--- src/rtl/mt9v034_sync_decoder.sv ---
// MT9V034 stereo sync-code decoder.
// Parses the embedded sync codes carried on the left-camera byte of the
// deserialized word stream and re-emits pixel pairs as AXI4-Stream video
// (tuser = start of frame, tlast = end of line), with frame geometry,
// lock, overflow and protocol-error status.
// The input cannot stall. A one-word hold register delays each pixel so
// that the line-end code can tag the final pixel with tlast.
module mt9v034_sync_decoder #(
    parameter int CNT_W = 11,
    parameter int ERR_W = 8
) (
    input  logic             clk,
    input  logic             resetn,
    input  logic             in_valid,
    input  logic [15:0]      in_data,
    output logic [15:0]      m_tdata,
    output logic             m_tvalid,
    input  logic             m_tready,
    output logic             m_tuser,
    output logic             m_tlast,
    output logic             sync_lock,
    output logic             frame_done,
    output logic [CNT_W-1:0] frame_width,
    output logic [CNT_W-1:0] frame_height,
    output logic             overflow,
    output logic [ERR_W-1:0] err_count
);

    typedef enum logic [2:0] {
        ST_SEQ0,
        ST_SEQ1,
        ST_SEQ2,
        ST_FRAME,
        ST_LINE
    } state_t;

    state_t state, state_nxt;

    logic [7:0]       code;
    logic             do_lock;
    logic             do_line_start;
    logic             do_frame_end;
    logic             do_pixel;
    logic             do_line_end;
    logic             do_err;
    logic             push;
    logic             o_free;

    logic             h_vld;
    logic             h_sof;
    logic [15:0]      h_data;
    logic             sof_pend;
    logic [CNT_W-1:0] pix_cnt;
    logic [CNT_W-1:0] line_cnt;
    logic [CNT_W-1:0] last_width;

    function automatic logic [CNT_W-1:0] cnt_inc(input logic [CNT_W-1:0] v);
        return (&v) ? v : v + CNT_W'(1);
    endfunction

    function automatic logic [ERR_W-1:0] err_inc(input logic [ERR_W-1:0] v);
        return (&v) ? v : v + ERR_W'(1);
    endfunction

    assign code   = in_data[7:0];
    // The last pixel of a line leaves the hold register on the line-end code.
    assign push   = (do_pixel & h_vld) | do_line_end;
    assign o_free = ~m_tvalid | m_tready;

    // State register.
    always_ff @(posedge clk or negedge resetn) begin
        if (!resetn) state <= ST_SEQ0;
        else         state <= state_nxt;
    end

    // Next-state decode and per-word action strobes; idle slots change nothing.
    always_comb begin
        state_nxt     = state;
        do_lock       = 1'b0;
        do_line_start = 1'b0;
        do_frame_end  = 1'b0;
        do_pixel      = 1'b0;
        do_line_end   = 1'b0;
        do_err        = 1'b0;
        if (in_valid) begin
            unique case (state)
                ST_SEQ0: begin
                    if (code == 8'hFF) state_nxt = ST_SEQ1;
                end
                ST_SEQ1: begin
                    if (code == 8'h00)      state_nxt = ST_SEQ2;
                    else if (code == 8'hFF) state_nxt = ST_SEQ1;
                    else                    state_nxt = ST_SEQ0;
                end
                ST_SEQ2: begin
                    if (code == 8'hFF) begin
                        state_nxt = ST_FRAME;
                        do_lock   = 1'b1;
                    end else begin
                        state_nxt = ST_SEQ0;
                    end
                end
                ST_FRAME: begin
                    if (code == 8'h01) begin
                        state_nxt     = ST_LINE;
                        do_line_start = 1'b1;
                    end else if (code == 8'h03) begin
                        state_nxt    = ST_SEQ0;
                        do_frame_end = 1'b1;
                    end else if (code != 8'h04) begin
                        do_err = 1'b1;
                    end
                end
                ST_LINE: begin
                    if (code == 8'h02) begin
                        // A line end with nothing held is a zero-pixel line.
                        if (h_vld) begin
                            state_nxt   = ST_FRAME;
                            do_line_end = 1'b1;
                        end else begin
                            do_err = 1'b1;
                        end
                    end else if (code == 8'h00 || code == 8'h01 ||
                                 code == 8'h03 || code == 8'hFF) begin
                        do_err = 1'b1;
                    end else begin
                        do_pixel = 1'b1;
                    end
                end
                default: state_nxt = ST_SEQ0;
            endcase
            if (do_err) state_nxt = ST_SEQ0;
        end
    end

    // Hold register, line/pixel counters, geometry, lock and error status.
    always_ff @(posedge clk or negedge resetn) begin
        if (!resetn) begin
            h_vld        <= 1'b0;
            h_sof        <= 1'b0;
            h_data       <= '0;
            sof_pend     <= 1'b0;
            pix_cnt      <= '0;
            line_cnt     <= '0;
            last_width   <= '0;
            sync_lock    <= 1'b0;
            frame_done   <= 1'b0;
            frame_width  <= '0;
            frame_height <= '0;
            err_count    <= '0;
        end else begin
            frame_done <= 1'b0;
            if (do_lock) begin
                sync_lock <= 1'b1;
                sof_pend  <= 1'b1;
            end
            if (do_line_start) pix_cnt <= '0;
            if (do_frame_end) begin
                frame_height <= line_cnt;
                frame_width  <= last_width;
                frame_done   <= 1'b1;
                sync_lock    <= 1'b0;
                line_cnt     <= '0;
            end
            if (do_pixel) begin
                h_vld    <= 1'b1;
                h_data   <= in_data;
                h_sof    <= sof_pend;
                sof_pend <= 1'b0;
                pix_cnt  <= cnt_inc(pix_cnt);
            end
            if (do_line_end) begin
                h_vld      <= 1'b0;
                last_width <= pix_cnt;
                line_cnt   <= cnt_inc(line_cnt);
            end
            if (do_err) begin
                err_count <= err_inc(err_count);
                h_vld     <= 1'b0;
                sof_pend  <= 1'b0;
                sync_lock <= 1'b0;
                line_cnt  <= '0;
            end
        end
    end

    // Output register: accepts a push only when free, otherwise drops it and flags overflow.
    always_ff @(posedge clk or negedge resetn) begin
        if (!resetn) begin
            m_tvalid <= 1'b0;
            m_tdata  <= '0;
            m_tuser  <= 1'b0;
            m_tlast  <= 1'b0;
            overflow <= 1'b0;
        end else if (push) begin
            if (o_free) begin
                m_tvalid <= 1'b1;
                m_tdata  <= h_data;
                m_tuser  <= h_sof;
                m_tlast  <= do_line_end;
            end else begin
                overflow <= 1'b1;
            end
        end else if (m_tvalid && m_tready) begin
            m_tvalid <= 1'b0;
        end
    end

endmodule

--- config.mk ---
export PLATFORM = sky130hd
export DESIGN_NAME = mt9v034_sync_decoder
export DESIGN_NICKNAME = d
export VERILOG_FILES = /design/src/rtl/mt9v034_sync_decoder.sv
export SDC_FILE = /design/constraint.sdc
export NUM_CORES = 1
export LEC_CHECK = 0
export BUFFER_PORTS_ARGS = -buffer_cell sky130_fd_sc_hd__buf_2
export CAP_MARGIN = 15
export CORE_AREA = 2 2 100 102
export CTS_CLUSTER_SIZE = 25
export DETAILED_ROUTE_END_ITERATION = 7
export DIE_AREA = 0 0 102 104
export GPL_ROUTABILITY_DRIVEN = 0
export PLACE_DENSITY = 0.74
export SLEW_MARGIN = 20
export SYNTH_ARGS = -nofsm -noshare
export SYNTH_HDL_FRONTEND = slang
export SYNTH_SLANG_ARGS = --single-unit
--- constraint.sdc ---
create_clock -name clk -period 1.95 [get_ports clk]
set_input_delay 0.2925 -clock clk [delete_from_list [all_inputs] [get_ports clk]]
set_output_delay 0.2925 -clock clk [all_outputs]
set_load 0.03 [all_outputs]
==> results of run 1 <==
-- flip-flops by register name, summed over array words and instances, names as in the netlist, 3 cells and up --
name / flops
h_data: 16
err_count: 8
pix_cnt: 11
frame_width: 11
state: 3
m_tdata: 16
line_cnt: 11
frame_height: 11
last_width: 11
-- logic make-up (layout without fill, tap and decap cells) --
family | count (synthesis) | after routing | share of synthesized area [%]
adders and majority gates | 4 | 4 | 1.01
muxes | 72 | 72 | 17.8
buffers and inverters | 18 | 141 | 1.78
and+or+nand+nor | 119 | 119 | 14.3
DFF | 107 | 107 | 56.7
xor gates and xnor gates | 14 | 14 | 2.60
AOI/OAI and AO/OA | 41 | 41 | 5.78
-- cell usage in the layout, fill, tap and decap left out, types with 6 or more instances in the layout --
master / instances
nand4_1: 14
buf_2: 70
xor2_1: 7
mux2_4: 12
clkbuf_8: 10
o21ai_0: 8
dfrtp_1: 107
nand3_1: 15
nor2_1: 20
or3_1: 6
a21oi_1: 8
o211ai_1: 6
buf_4: 42
mux2_2: 51
and3_1: 6
nand2_1: 21
xnor2_1: 7
-- path summary, 6_finish.rpt --
kind / endpoint / cells after the start / slack (ps)
max in group asynchronous: m_tdata[3]$_DFFE_PN0P_ / 3 / 960
min in group asynchronous: frame_width[5]$_DFFE_PN0P_ / 2 / 390
hold / removal: h_data[13]$_DFFE_PN0P_ / 2 / 150
setup reg to reg: m_tdata[13]$_DFFE_PN0P_ / 7 / 30
hold reg to reg: m_tdata[0]$_DFFE_PN0P_ / 1 / 490
setup / recovery: m_tdata[13]$_DFFE_PN0P_ / 7 / 30
-- per-stage QoR --
stage / total power, µW / util, % / worst slack [ps] / hold WS (ps)
6_report: 3800 / 62.3 / 33.0 / 148
5_1_grt: 3960 / 62.3 / -59.9 / 127
4_1_cts: 3830 / 60.5 / 5.48 / 132
3_5_place_dp: 2440 / 58.2 / -221 / 251
3_3_place_gp: 2440 / 58.2 / -176 / 247
2_1_floorplan: 2330 / - / -271 / -3.09
-- cell type report --
type / instances / area (µm²) / area share, %
Sequential cell: 107 / 2680 / 45.0
Multi-Input combinational cell: 250 / 2060 / 34.6
Timing Repair Buffer: 122 / 831 / 14.0
Tap cell: 133 / 166 / 2.80
Clock buffer: 10 / 138 / 2.31
Clock inverter: 6 / 70.1 / 1.18
Inverter: 3 / 11.3 / 0.189
-- power by group through the flow --
| stage | clock network (µW) | logic (µW) | registers, µW |
|---|---|---|---|
| after floorplan | 0 | 47.4 | 2280 |
| after global placement | 0 | 151 | 2280 |
| after detailed placement | 0 | 158 | 2290 |
| after CTS | 1430 | 159 | 2240 |
| after global routing | 1520 | 195 | 2250 |
| final | 1380 | 175 | 2240 |
-- layer usage --
layer / global-route usage, % / vias up
met2: 30.9 / 72
met5: 0 / -
li1: - / 1605
met1: 24.3 / 1738
met3: 3.56 / 22
met4: 7.62 / 0
-- what timing repair did --
item | in CTS | in global routing
hold buffers | 1 | 0
buffers inserted | 0 | 6
gates resized for setup | 1 | 18
hold endpoints to repair | 26 | 0
gates cloned | 0 | 2
setup endpoints to repair | 17 | 64
pin swaps | 0 | 12
==> impl_metrics.py, run 1 <==
metrics = {
    "route": {
        "route.detailed.drc": 0,
        "met1_length_um": 4370,
        "firstDrtPassIters": 7,
        "wl_um": 10200,
        "maxUsedRoutingLayer": "met4",
        "first_iter_violations": 128,
        "ant_nets": 0,
        "wire_per_inst_um": 16.1,
        "wl_met3_um": 310,
        "wl_met2_um": 5250,
        "viasPerCell": 5.45,
        "via_count": 3437,
    },
    "logic_synthesis": {
        "synth_cells": 375,
        "yosys.area.top_type": "dfrtp_1",
        "synth_common_cells": "dfrtp_1, mux2_2, nand2_1, nor2_1, nand3_1",
        "ys_ff_latch": 107,
        "yosysMostFrequentCell": "dfrtp_1",
        "synth_top_flop_cell": "dfrtp_1",
        "synth.net_count": 398,
        "async_reset_ff_share_pct": 100,
        "synth_edf_count": 0,
        "synth.distinct_cells": 49,
        "syn_avg_cell_area_um2": 12.6,
        "synth_top_area_share_pct": 56.7,
        "ys_top_cells_by_area": "dfrtp_1, mux2_2, mux2_4",
        "seq_area_frac_synth_pct": 56.7,
        "yosys_warnings": 0,
        "netlist_area_um2": 4720,
    },
    "timing": {
        "finalCritPeriodShare_pct": 98.3,
        "fin_crit_ps": 1920,
        "final-setup-viol-count": 0,
        "slew_viol_final": 0,
        "worst_pin_slew_ps": 389,
        "skew_ps": 9.51,
        "slew_headroom_pct": 74.0,
        "max_freq_mhz": 522,
        "rsz0062_at_grt": "yes",
        "tns_ps": 0,
        "finalHoldViolCount": 0,
    },
    "critical_path": {
        "slowest_stage": "dfrtp_1",
        "crit_buf_inv": 2,
        "critPathTopFamily": "simple AND/OR/NAND/NOR gates",
        "path_class": "reg -> reg",
        "worstSetupStartpointType": "flop",
        "critical_path_arrival_ps": 2180,
        "path_max_fanout": 8,
        "slowest_delay_ps": 420,
        "setup.worst_path.end_class": "flop",
        "crit_path_start": "state[0]$_DFFE_PN0P_",
        "cp_cell_sequence": "buf_6 -> nand4bb_4 -> nor4_4 -> and2_4 -> a31oi_4 -> clkbuf_16 -> mux2_4",
        "crit_required_ps": 2210,
        "r2r_start": "state[0]$_DFFE_PN0P_",
    },
    "placed_design": {
        "placedCellCount": 606,
        "port_buffers": 71,
        "placed_cell_area_um2": 5560,
        "place_hpwl_um": 6920,
    },
    "clock_network": {
        "clk_pin_slew_ps": 100,
        "insertion_delay_ps": 370,
        "clockRootBuffer": "clkbuf_8",
        "clockBufferDepth": 2,
        "htree_levels": 3,
        "clock-sinks": 107,
        "numCtsBuffers": 9,
        "tritoncts": "built",
    },
    "global_route": {
        "grt_pass1_wl_um": 16000,
        "grt_usage_pct": 18.8,
        "grt_max_degree": 42,
        "grt.overflow.total": 0,
        "grt_pass1_vias": 3414,
        "antenna_found_initial": 0,
    },
    "floorplanning": {
        "start_util_pct": 49.4,
        "die_height_um": 104,
        "core_um2": 9550,
        "ioPinCount": 72,
        "placementRows": 36,
        "fp.dieW_um": 102,
        "dieArea_um2": 10600,
    },
    "power_and_ir_drop": {
        "peakVddDrop_mv": 0.415,
        "p_sw_share_pct": 22.3,
        "clockPowerShare_pct": 36.3,
        "power_frac_seq_pct": 59.1,
        "power_density_nw_per_um2": 638,
        "p_leak_uw": 0.00310,
        "p_int_uw": 2950,
        "p_switching_uw": 848,
        "p_comb_share_pct": 4.6,
    },
    "final_layout": {
        "drive_gt1_share_pct": 44.6,
        "final_nets": 516,
        "layout.cells.non_filler": 631,
        "antenna_cells": 0,
        "finalInstanceArea_um2": 5950,
        "area_growth_pct": 26.2,
        "fillers": 805,
    },
    "status": {
        "status": "finished clean",
    },
    "hold_path": {
        "hold_start": "in_data[13]",
        "min_path_type": "in -> reg",
    },
    "run": {
        "max_cap_violations": 0,
    },
}
No activity file was read; power rests on OpenSTA's default activity.
==> run 2: changes to the inputs <==
- CORE_AREA: 2 2 100 102 -> 2 2 91 93
- DIE_AREA: 0 0 102 104 -> 0 0 93 95
- PLACE_DENSITY: 0.74 -> 0.84
- clock period: 1.95 -> 2.5 ns (I/O delays scaled with it)
==> impl_metrics.py, run 2 (synthesis results as in run 1) <==
metrics = {
    "status": {
        "status": "finished clean",
    },
    "global_route": {
        "grt_pass1_wl_um": 15900,
        "grt.overflow.total": 0,
        "grt_max_degree": 75,
        "grt_usage_pct": 22.9,
        "antenna_found_initial": 0,
        "grt_pass1_vias": 3279,
    },
    "timing": {
        "fin_crit_ps": 2200,
        "max_freq_mhz": 455,
        "skew_ps": 10.4,
        "setup_slack_ps": 304,
        "rsz0062_at_grt": "no",
        "final-setup-viol-count": 0,
        "tns_ps": 0,
        "worst_pin_slew_ps": 489,
        "finalHoldViolCount": 0,
        "slew_viol_final": 0,
        "slew_headroom_pct": 67.1,
        "finalCritPeriodShare_pct": 87.8,
    },
    "final_layout": {
        "layout.cells.non_filler": 562,
        "fillers": 599,
        "largestRegisters": "h_data x16, m_tdata x16",
        "multi_input_area_um2": 1960,
        "drive_gt1_share_pct": 36.3,
        "finalInstanceArea_um2": 5460,
        "final_common_cell": "dfrtp_1",
        "area_growth_pct": 15.8,
        "final_cell_mix": "dfrtp_1, buf_2, mux2_2",
        "final_nets": 475,
        "antenna_cells": 0,
        "regArea_um2": 2680,
    },
    "placed_design": {
        "dp_slack_ps": 93.0,
        "place_hpwl_um": 6390,
        "port_buffers": 71,
        "placedCellCount": 545,
        "placed_cell_area_um2": 5250,
    },
    "clock_network": {
        "clk_pin_slew_ps": 110,
        "insertion_delay_ps": 380,
        "clockRootBuffer": "clkbuf_8",
        "numCtsBuffers": 9,
        "clock-sinks": 107,
        "cts_resized": 0,
        "clockBufferDepth": 2,
        "htree_levels": 3,
        "tritoncts": "built",
        "postCtsSetupBuffers": 0,
    },
    "critical_path": {
        "path_class": "reg -> reg",
        "critical_path_arrival_ps": 2470,
        "worstSetupStartpointType": "flop",
        "cp_cell_sequence": "nor4bb_1 -> o21ai_0 -> nor2_2 -> buf_4 -> mux2_2",
        "r2r_start": "state[0]$_DFFE_PN0P_",
        "slowest_delay_ps": 510,
        "r2r_cells": 5,
        "r2r-end": "h_data[14]$_DFFE_PN0P_",
        "slowest_stage": "dfrtp_1",
        "crit_required_ps": 2780,
        "worst-r2r-setup-slack_ps": 300,
        "path_max_fanout": 22,
        "setup.worst_path.end_class": "flop",
        "critPathTopFamily": "simple AND/OR/NAND/NOR gates",
        "crit_buf_inv": 1,
    },
    "floorplanning": {
        "start_util_pct": 59.5,
        "placementRows": 33,
        "ioPinCount": 72,
        "fp.dieW_um": 93,
        "core_um2": 7930,
        "die_height_um": 95,
        "dieArea_um2": 8840,
    },
    "power_and_ir_drop": {
        "p_switching_uw": 698,
        "peakVddDrop_mv": 0.310,
        "p_leak_uw": 0.00285,
        "p_int_uw": 2250,
        "clockPowerShare_pct": 37.3,
        "power_frac_seq_pct": 59.5,
        "p_comb_share_pct": 3.2,
        "power_density_nw_per_um2": 540,
        "p_sw_share_pct": 23.7,
    },
    "hold_path": {
        "holdPathEnd": "h_data[8]$_DFFE_PN0P_",
        "hold_start": "in_data[8]",
        "hold_depth": 2,
        "min_path_type": "in -> reg",
    },
    "route": {
        "route.detailed.drc": 0,
        "viasPerCell": 5.86,
        "wl_um": 9260,
        "via_count": 3296,
        "first_iter_violations": 153,
        "firstDrtPassIters": 5,
        "ant_nets": 0,
        "wire_per_inst_um": 16.5,
    },
    "run": {
        "max_cap_violations": 0,
    },
}
[run 2: worst max-delay path by stage]
| stage | cells past startpoint | to | from | slack, ps |
|---|---|---|---|---|
| 2_1_floorplan | 7 | m_tdata[10]$_DFFE_PN0P_ | in_data[4] | 180 |
| 3_3_place_gp | 7 | m_tdata[7]$_DFFE_PN0P_ | in_data[4] | 130 |
| 3_5_place_dp | 5 | line_cnt[0]$_DFFE_PN0P_ | in_data[4] | 90 |
| 4_1_cts | 5 | h_data[11]$_DFFE_PN0P_ | state[0]$_DFFE_PN0P_ | 360 |
| 5_1_grt | 5 | h_data[15]$_DFFE_PN0P_ | state[2]$_DFFE_PN0P_ | 130 |
| 6_report | 5 | h_data[14]$_DFFE_PN0P_ | state[0]$_DFFE_PN0P_ | 300 |
[run 2: repair_timing]
action,in CTS,in global routing
hold buffers,1,0
endpoints found under the setup margin,0,0
endpoints found under the hold margin,33,0
[run 2: cell type report]
cell class / instances / share of cell area [%]
clock buffers: 9 / 2.27
clock inverters: 7 / 1.49
inverters: 3 / 0.206
multi-input cells: 250 / 36.0
flip-flops and latches: 107 / 49.0
well taps: 105 / 2.40
repair buffers: 81 / 8.66
[run 2: layer usage]
| metal | wire [µm] | part of all wire, % | GRT usage (%) | vias up |
|---|---|---|---|---|
| met1 | 4050 | 44 | 30.4 | 1644 |
| met2 | 4640 | 50 | 38.0 | 117 |
| li1 | - | - | - | 1525 |
| met3 | 453 | 4.9 | 4.87 | 10 |
| met5 | 0 | 0 | 0 | - |
| met4 | 120 | 1.3 | 7.84 | 0 |
[run 2: power groups by stage]
stage	Sequential (µW)	Clock [µW]	Combinational, µW
after floorplan	1780	0	35.7
after global placement	1790	0	91.9
after detailed placement	1790	0	95.0
after CTS	1750	1120	96.6
after global routing	1760	1200	106
final	1750	1100	94.3
[run 2: through the flow]
stage	total power (µW)	util [%]	hold slack, ps
finish	2950	68.9	219
detailed placement	1880	66.2	347
CTS	2970	68.9	217
floorplan	1820	-	79.4
global placement	1880	66.2	344
global route	3060	68.9	200
